<file path="src/rtl/mem_arbiter.sv">
// mem_arbiter: memory front-end between the core and a single-ported,
// 32-bit, variable-latency backing memory.
//
// Each core step becomes up to three memory beats, issued in this order:
// a low data word, a high data word (64-bit accesses only), then the
// instruction fetch. When the last beat finishes, `ready` pulses for one
// cycle and the core may advance. A beat that waits TIMEOUT cycles without
// an ack is completed with zero data, and the sticky `err` flag is set.
//
// Ports
//   clk, reset          clock; asynchronous active-high reset
//   instradr            instruction fetch address (bits [1:0] ignored)
//   instr               fetched instruction, valid from one ready to the next
//   dataadr             data address (low AW bits used, bits [1:0] ignored)
//   writedata           store data
//   memread, memwrite   load request / store request (nonzero memwrite)
//   dword               64-bit access (only meaningful when N=64)
//   readdata            load result, same validity as instr
//   ready               one-cycle step-complete pulse
//   mreq, mwe           memory beat request / beat is a write
//   madr, mwdata        beat word address / beat write data
//   mrdata, mack        beat read data / beat acknowledge
//   err                 sticky beat-timeout flag
module mem_arbiter #(
   parameter int N       = 64,
   parameter int AW      = 32,
   parameter int TIMEOUT = 255
) (
   input  logic          clk,
   input  logic          reset,
   input  logic [AW-1:0] instradr,
   output logic [31:0]   instr,
   input  logic [N-1:0]  dataadr,
   input  logic [N-1:0]  writedata,
   input  logic          memread,
   input  logic [1:0]    memwrite,
   input  logic          dword,
   output logic [N-1:0]  readdata,
   output logic          ready,
   output logic          mreq,
   output logic          mwe,
   output logic [AW-1:0] madr,
   output logic [31:0]   mwdata,
   input  logic [31:0]   mrdata,
   input  logic          mack,
   output logic          err
);

   localparam int CW = $clog2(TIMEOUT + 1);
   localparam bit WIDE_OK = (N == 64);

   typedef enum logic [2:0] {IDLE, DLO, DHI, IFETCH, DONE} state_t;

   state_t          state_reg, state_next;
   logic [AW-1:2]   iadr_reg;
   logic [AW-1:2]   dadr_reg;
   logic [N-1:0]    wdata_reg;
   logic            load_reg, store_reg, wide_reg;
   logic [31:0]     lo_reg, hi_reg;
   logic [31:0]     instr_reg;
   logic [N-1:0]    readdata_reg;
   logic [CW-1:0]   cnt_reg;
   logic            err_reg;

   logic            beat;
   logic            at_limit;
   logic            beat_done;
   logic [31:0]     beat_data;
   logic [31:0]     wdata_hi;
   logic [N-1:0]    load_result;

   // Address bits that never reach the memory side.
   logic            unused_adr_bits;
   assign unused_adr_bits = ^{instradr[1:0], dataadr[1:0]};

   generate
      if (N > AW) begin : g_adr_unused
         logic unused_adr_hi;
         assign unused_adr_hi = ^dataadr[N-1:AW];
      end

      // High data word exists only in the 64-bit configuration.
      if (N == 64) begin : g_wide
         assign wdata_hi    = wdata_reg[N-1:32];
         assign load_result = wide_reg ? {hi_reg, lo_reg} : {{(N-32){1'b0}}, lo_reg};
      end else begin : g_narrow
         assign wdata_hi    = 32'h0;
         assign load_result = lo_reg;
      end
   endgenerate

   assign beat      = (state_reg == DLO) || (state_reg == DHI) || (state_reg == IFETCH);
   assign at_limit  = (cnt_reg == CW'(TIMEOUT));
   // An ack in the limit cycle wins over the timeout.
   assign beat_done = beat && (mack || at_limit);
   assign beat_data = mack ? mrdata : 32'h0;

   // Memory-side outputs depend on state and snapshot registers only.
   always_comb begin
      state_next = state_reg;
      ready      = 1'b0;
      mreq       = 1'b0;
      mwe        = 1'b0;
      madr       = '0;
      mwdata     = 32'h0;
      case (state_reg)
         IDLE: begin
            state_next = (memread || (memwrite != 2'b00)) ? DLO : IFETCH;
         end
         DLO: begin
            mreq   = 1'b1;
            mwe    = store_reg;
            madr   = {dadr_reg, 2'b00};
            mwdata = wdata_reg[31:0];
            if (beat_done) state_next = wide_reg ? DHI : IFETCH;
         end
         DHI: begin
            mreq   = 1'b1;
            mwe    = store_reg;
            madr   = {dadr_reg, 2'b00} + AW'(4);
            mwdata = wdata_hi;
            if (beat_done) state_next = IFETCH;
         end
         IFETCH: begin
            mreq = 1'b1;
            madr = {iadr_reg, 2'b00};
            if (beat_done) state_next = DONE;
         end
         DONE: begin
            ready      = 1'b1;
            state_next = IDLE;
         end
         default: state_next = IDLE;
      endcase
   end

   always_ff @(posedge clk or posedge reset) begin
      if (reset) begin
         state_reg    <= IDLE;
         iadr_reg     <= '0;
         dadr_reg     <= '0;
         wdata_reg    <= '0;
         load_reg     <= 1'b0;
         store_reg    <= 1'b0;
         wide_reg     <= 1'b0;
         lo_reg       <= 32'h0;
         hi_reg       <= 32'h0;
         instr_reg    <= 32'h0;
         readdata_reg <= '0;
         cnt_reg      <= '0;
         err_reg      <= 1'b0;
      end else begin
         state_reg <= state_next;

         if (state_reg == IDLE) begin
            iadr_reg  <= instradr[AW-1:2];
            dadr_reg  <= dataadr[AW-1:2];
            wdata_reg <= writedata;
            store_reg <= (memwrite != 2'b00);
            // A store takes priority over a simultaneous load.
            load_reg  <= memread && (memwrite == 2'b00);
            wide_reg  <= dword && WIDE_OK;
         end

         // Wait counter restarts on every beat boundary.
         if (beat && !beat_done) cnt_reg <= cnt_reg + CW'(1);
         else                    cnt_reg <= '0;

         if (beat && at_limit && !mack) err_reg <= 1'b1;

         if (beat_done) begin
            case (state_reg)
               DLO: if (load_reg) lo_reg <= beat_data;
               DHI: if (load_reg) hi_reg <= beat_data;
               IFETCH: begin
                  // Results become visible on the edge entering DONE.
                  instr_reg <= beat_data;
                  if (load_reg) readdata_reg <= load_result;
               end
               default: ;
            endcase
         end
      end
   end

   assign instr    = instr_reg;
   assign readdata = readdata_reg;
   assign err      = err_reg;

endmodule
</file>
<file path="config.mk">
export PLATFORM = sky130hd
export DESIGN_NAME = mem_arbiter
export DESIGN_NICKNAME = d
export VERILOG_FILES = /design/src/rtl/mem_arbiter.sv
export SDC_FILE = /design/constraint.sdc
export NUM_CORES = 1
export LEC_CHECK = 0
export BUFFER_PORTS_ARGS = -buffer_cell sky130_fd_sc_hd__buf_2
export CAP_MARGIN = 20
export CORE_MARGIN = 1.5
export CORE_UTILIZATION = 35
export DETAILED_ROUTE_END_ITERATION = 8
export GPL_ROUTABILITY_DRIVEN = 0
export SYNTH_ARGS = -nofsm -noshare
export SYNTH_HDL_FRONTEND = slang
export SYNTH_SLANG_ARGS = --single-unit
</file>
<file path="constraint.sdc">
create_clock -name clk -period 10.76 [get_ports clk]
set_input_delay 1.076 -clock clk [delete_from_list [all_inputs] [get_ports clk]]
set_output_delay 1.076 -clock clk [all_outputs]
set_load 0.01 [all_outputs]
</file>
==> flow_summary.yaml <==
placed_design:
  io_buffers: 324
  placed_area_um2: 15300
  dp_hpwl_um: 23000
global_routing:
  grt_pass1_vias: 9581
  antenna_found_initial: 10
  grt_pass1_wl_um: 53600
  gr-total-overflow: 0
  grt_max_degree: 167
  grt_use_total_pct: 17.8
flow_run:
  cap_violations: 0
synth:
  synth_fa_ha_area_share_pct: 0.284
  syn-mean-instance-area_um2: 12.8
  synth-xor-area-share_pct: 1.52
  muxShareOfSynthArea_pct: 22.8
  synth_top_family_by_area: "multiplexers"
  ys_top_cells_by_area: "dfrtp_1 57%, mux2_2 16%, a22o_1 4.2%"
  synthArstFlopShare_pct: 100
  yosys.area.top_type: "dfrtp_1"
  ys_seq_elements: 299
  synth-compound-area-share_pct: 6.93
  ys_seq_area_share_pct: 56.6
  synth_cells: 1032
  synth.distinct_cells: 52
  synth_top_area_share_pct: 56.6
  netlist_area_um2: 13200
  synth_warnings: 0
  synth_edf_count: 0
  synth_ff_type: "dfrtp_1"
  synth-simple-area-share_pct: 7.69
timing:
  fmax_mhz: 221
  final.setup.tns_ps: 0
  rsz0062_at_grt: "false"
  hold_viol: 0
  tightestPinTransition_ps: 1100
  setup_viol: 0
  slew_viol_final: 0
  period_share_pct: 42.0
  max-slew-margin-rel_pct: 26.8
  period_minus_slack_ps: 4520
  finalClockSkew_ps: 25.7
hold_path:
  hp-class: "flop to flop"
critical_path:
  crit_family: "simple AND/OR/NAND/NOR gates"
  path_max_fanout: 19
  cp.arrival_ps: 3450
  cp_slowest_cell: "nor2b_1"
  endpoint_kind: "primary output"
  required_ps: 9680
  path_buf_inv: 1
  cpPeakStageDelay_ps: 640
  crit_type: "flop to primary output"
  crit_path_cell_trace: "nor2b_1, nand2_1, nor3_1, a32oi_1, o21ai_0, buf_2"
  startpoint_type: "flop"
finish:
  syn_to_final_growth_pct: 25.0
  fillCellCount: 3438
  final_util_pct: 44.8
  final_nets: 1537
  multi_input_area_um2: 5220
  final_area_um2: 16500
  drive_gt1_share_pct: 43.8
  regArea_um2: 7480
cts:
  cts.sinks: 299
  cts_tree: "built"
  cts_resized: 0
  numCtsBuffers: 36
  insertion_delay_ps: 540
  htree_levels: 2
  cts-root-buf: "clkbuf_16"
  cts_setup_buffers: 0
  ctsLongestPathBuffers: 3
  hold_buffers: 0
  path_clk_slew_ps: 60
route:
  post_drt_wl_per_cell_um: 18.4
  vias: 9250
  drtIter0Drc: 434
  drc: 0
  wirelength_um: 34400
  post_drt_via_cell_ratio: 4.95
  drtPass1Iterations: 4
  antenna_left: 0
die:
  dieArea_um2: 38900
  num_rows: 70
  start_util_pct: 35.8
  die_x_um: 197
  core_area_um2: 36900
  die_h_um: 197
  io-pin-count: 363
status:
  status: "completed"
power:
  leakagePower_nw: 7.96
  power_density_nw_per_um2: 320
  ir_drop_uv: 182
  p_total_mw: 5.28
==> report_power, final <==
part | leakage (nW) | switching (mW) | internal (mW)
Combinational | 3.64 | 1.01 | 0.997
Sequential | 3.72 | 0.357 | 1.67
Clock | 0.597 | 0.467 | 0.775
==> cell usage after synthesis, types with 5 or more instances <==
library cell and number:
mux2_1 34, a21oi_1 6, o22ai_1 9, buf_6 6, nor3_1 10, nor4_1 5, xor2_1 10, mux2_2 191
clkbuf_1 28, nor2_1 33, buf_1 7, o21ai_0 13, nand3_1 22, buf_4 7, a22o_1 64, nand4_1 12
dfrtp_1 299, a22oi_1 5, and3_1 10, inv_1 41, nand2_1 57, mux2i_1 48, xnor2_1 13, buf_2 23
and2_1 34
==> per-stage QoR <==
step / hold WS (ps) / setup WS, ps / std cells
after floorplan: 448 / 1420 / 1033
after global placement: 439 / 6370 / 1797
after detailed placement: 446 / 6800 / 1800
after CTS: 458 / 6210 / 1861
after global routing: 484 / 6010 / 1862
final: 455 / 6240 / 1868
==> placed cells by master (no fill, tap or decap), types with 3 or more instances in the layout <==
| master | synthesis | layout |
|---|---|---|
| a22oi_1 | 5 | 5 |
| nor3_1 | 10 | 9 |
| mux2_1 | 34 | 34 |
| or3_1 | 3 | 3 |
| o311ai_0 | 3 | 3 |
| nor2_1 | 33 | 31 |
| and4_1 | 3 | 3 |
| mux2_2 | 191 | 191 |
| ha_1 | 3 | 3 |
| nand2_1 | 57 | 57 |
| diode_2 | 0 | 6 |
| clkbuf_8 | 0 | 11 |
| clkbuf_16 | 0 | 37 |
| nor4_1 | 5 | 5 |
| nand3_2 | 3 | 3 |
| a22o_1 | 64 | 64 |
| and2_1 | 34 | 35 |
| o211ai_1 | 3 | 3 |
| o22ai_1 | 9 | 9 |
| clkbuf_1 | 28 | 5 |
| a31oi_1 | 4 | 4 |
| mux2i_1 | 48 | 48 |
| inv_1 | 41 | 40 |
| buf_12 | 0 | 4 |
| nand3_1 | 22 | 22 |
| xor2_1 | 10 | 10 |
| bufinv_16 | 0 | 3 |
| nand4_1 | 12 | 12 |
| buf_4 | 7 | 7 |
| a21oi_1 | 6 | 6 |
| dfrtp_1 | 299 | 299 |
| and3_1 | 10 | 9 |
| o21ai_0 | 13 | 13 |
| xnor2_1 | 13 | 13 |
| buf_2 | 23 | 324 |
==> worst paths after layout <==
path	startpoint	end	slack, ps	cells after the start
max in group asynchronous	reset	wdata_reg[39]$_DFFE_PP0P_	8510	3
worst min register to register	err$_DFFE_PP0P_	err$_DFFE_PP0P_	450	1
worst max-delay path	state_reg[0]$_DFFE_PP0P_	madr[22]	6240	6
min in group asynchronous	reset	readdata[35]$_DFFE_PP0P_	650	2
worst max register to register	state_reg[2]$_DFFE_PP0P_	readdata[28]$_DFFE_PP0P_	6810	6
worst min-delay path	err$_DFFE_PP0P_	err$_DFFE_PP0P_	450	1
==> layout make-up <==
type                            instances  area share (%)
Sequential cell                       299            45.3
Multi-Input combinational cell        620            31.6
Timing Repair Buffer                  336            10.8
Clock buffer                           53            6.64
Tap cell                              504            3.82
Inverter                               42            1.00
Clock inverter                          8           0.773
Antenna cell                            6          0.0909
==> kinds of logic (layout without fill, tap and decap cells) <==
kind of cell | Yosys count | count (layout)
DFF | 299 | 299
and+or+nand+nor | 201 | 201
xor gates and xnor gates | 23 | 23
adders and majority gates | 3 | 3
AOI/OAI and AO/OA | 118 | 118
muxes | 273 | 273
other | 1 | 8
buffers and inverters | 114 | 439
==> routing by layer <==
layer / track usage [%] / part of all wire (%)
met4: 5.57 / 1.9
met1: 23.1 / 44
met3: 6.80 / 9.9
met2: 27.4 / 44
met5: 0 / 0.17
(Power assumes the default switching activity.)
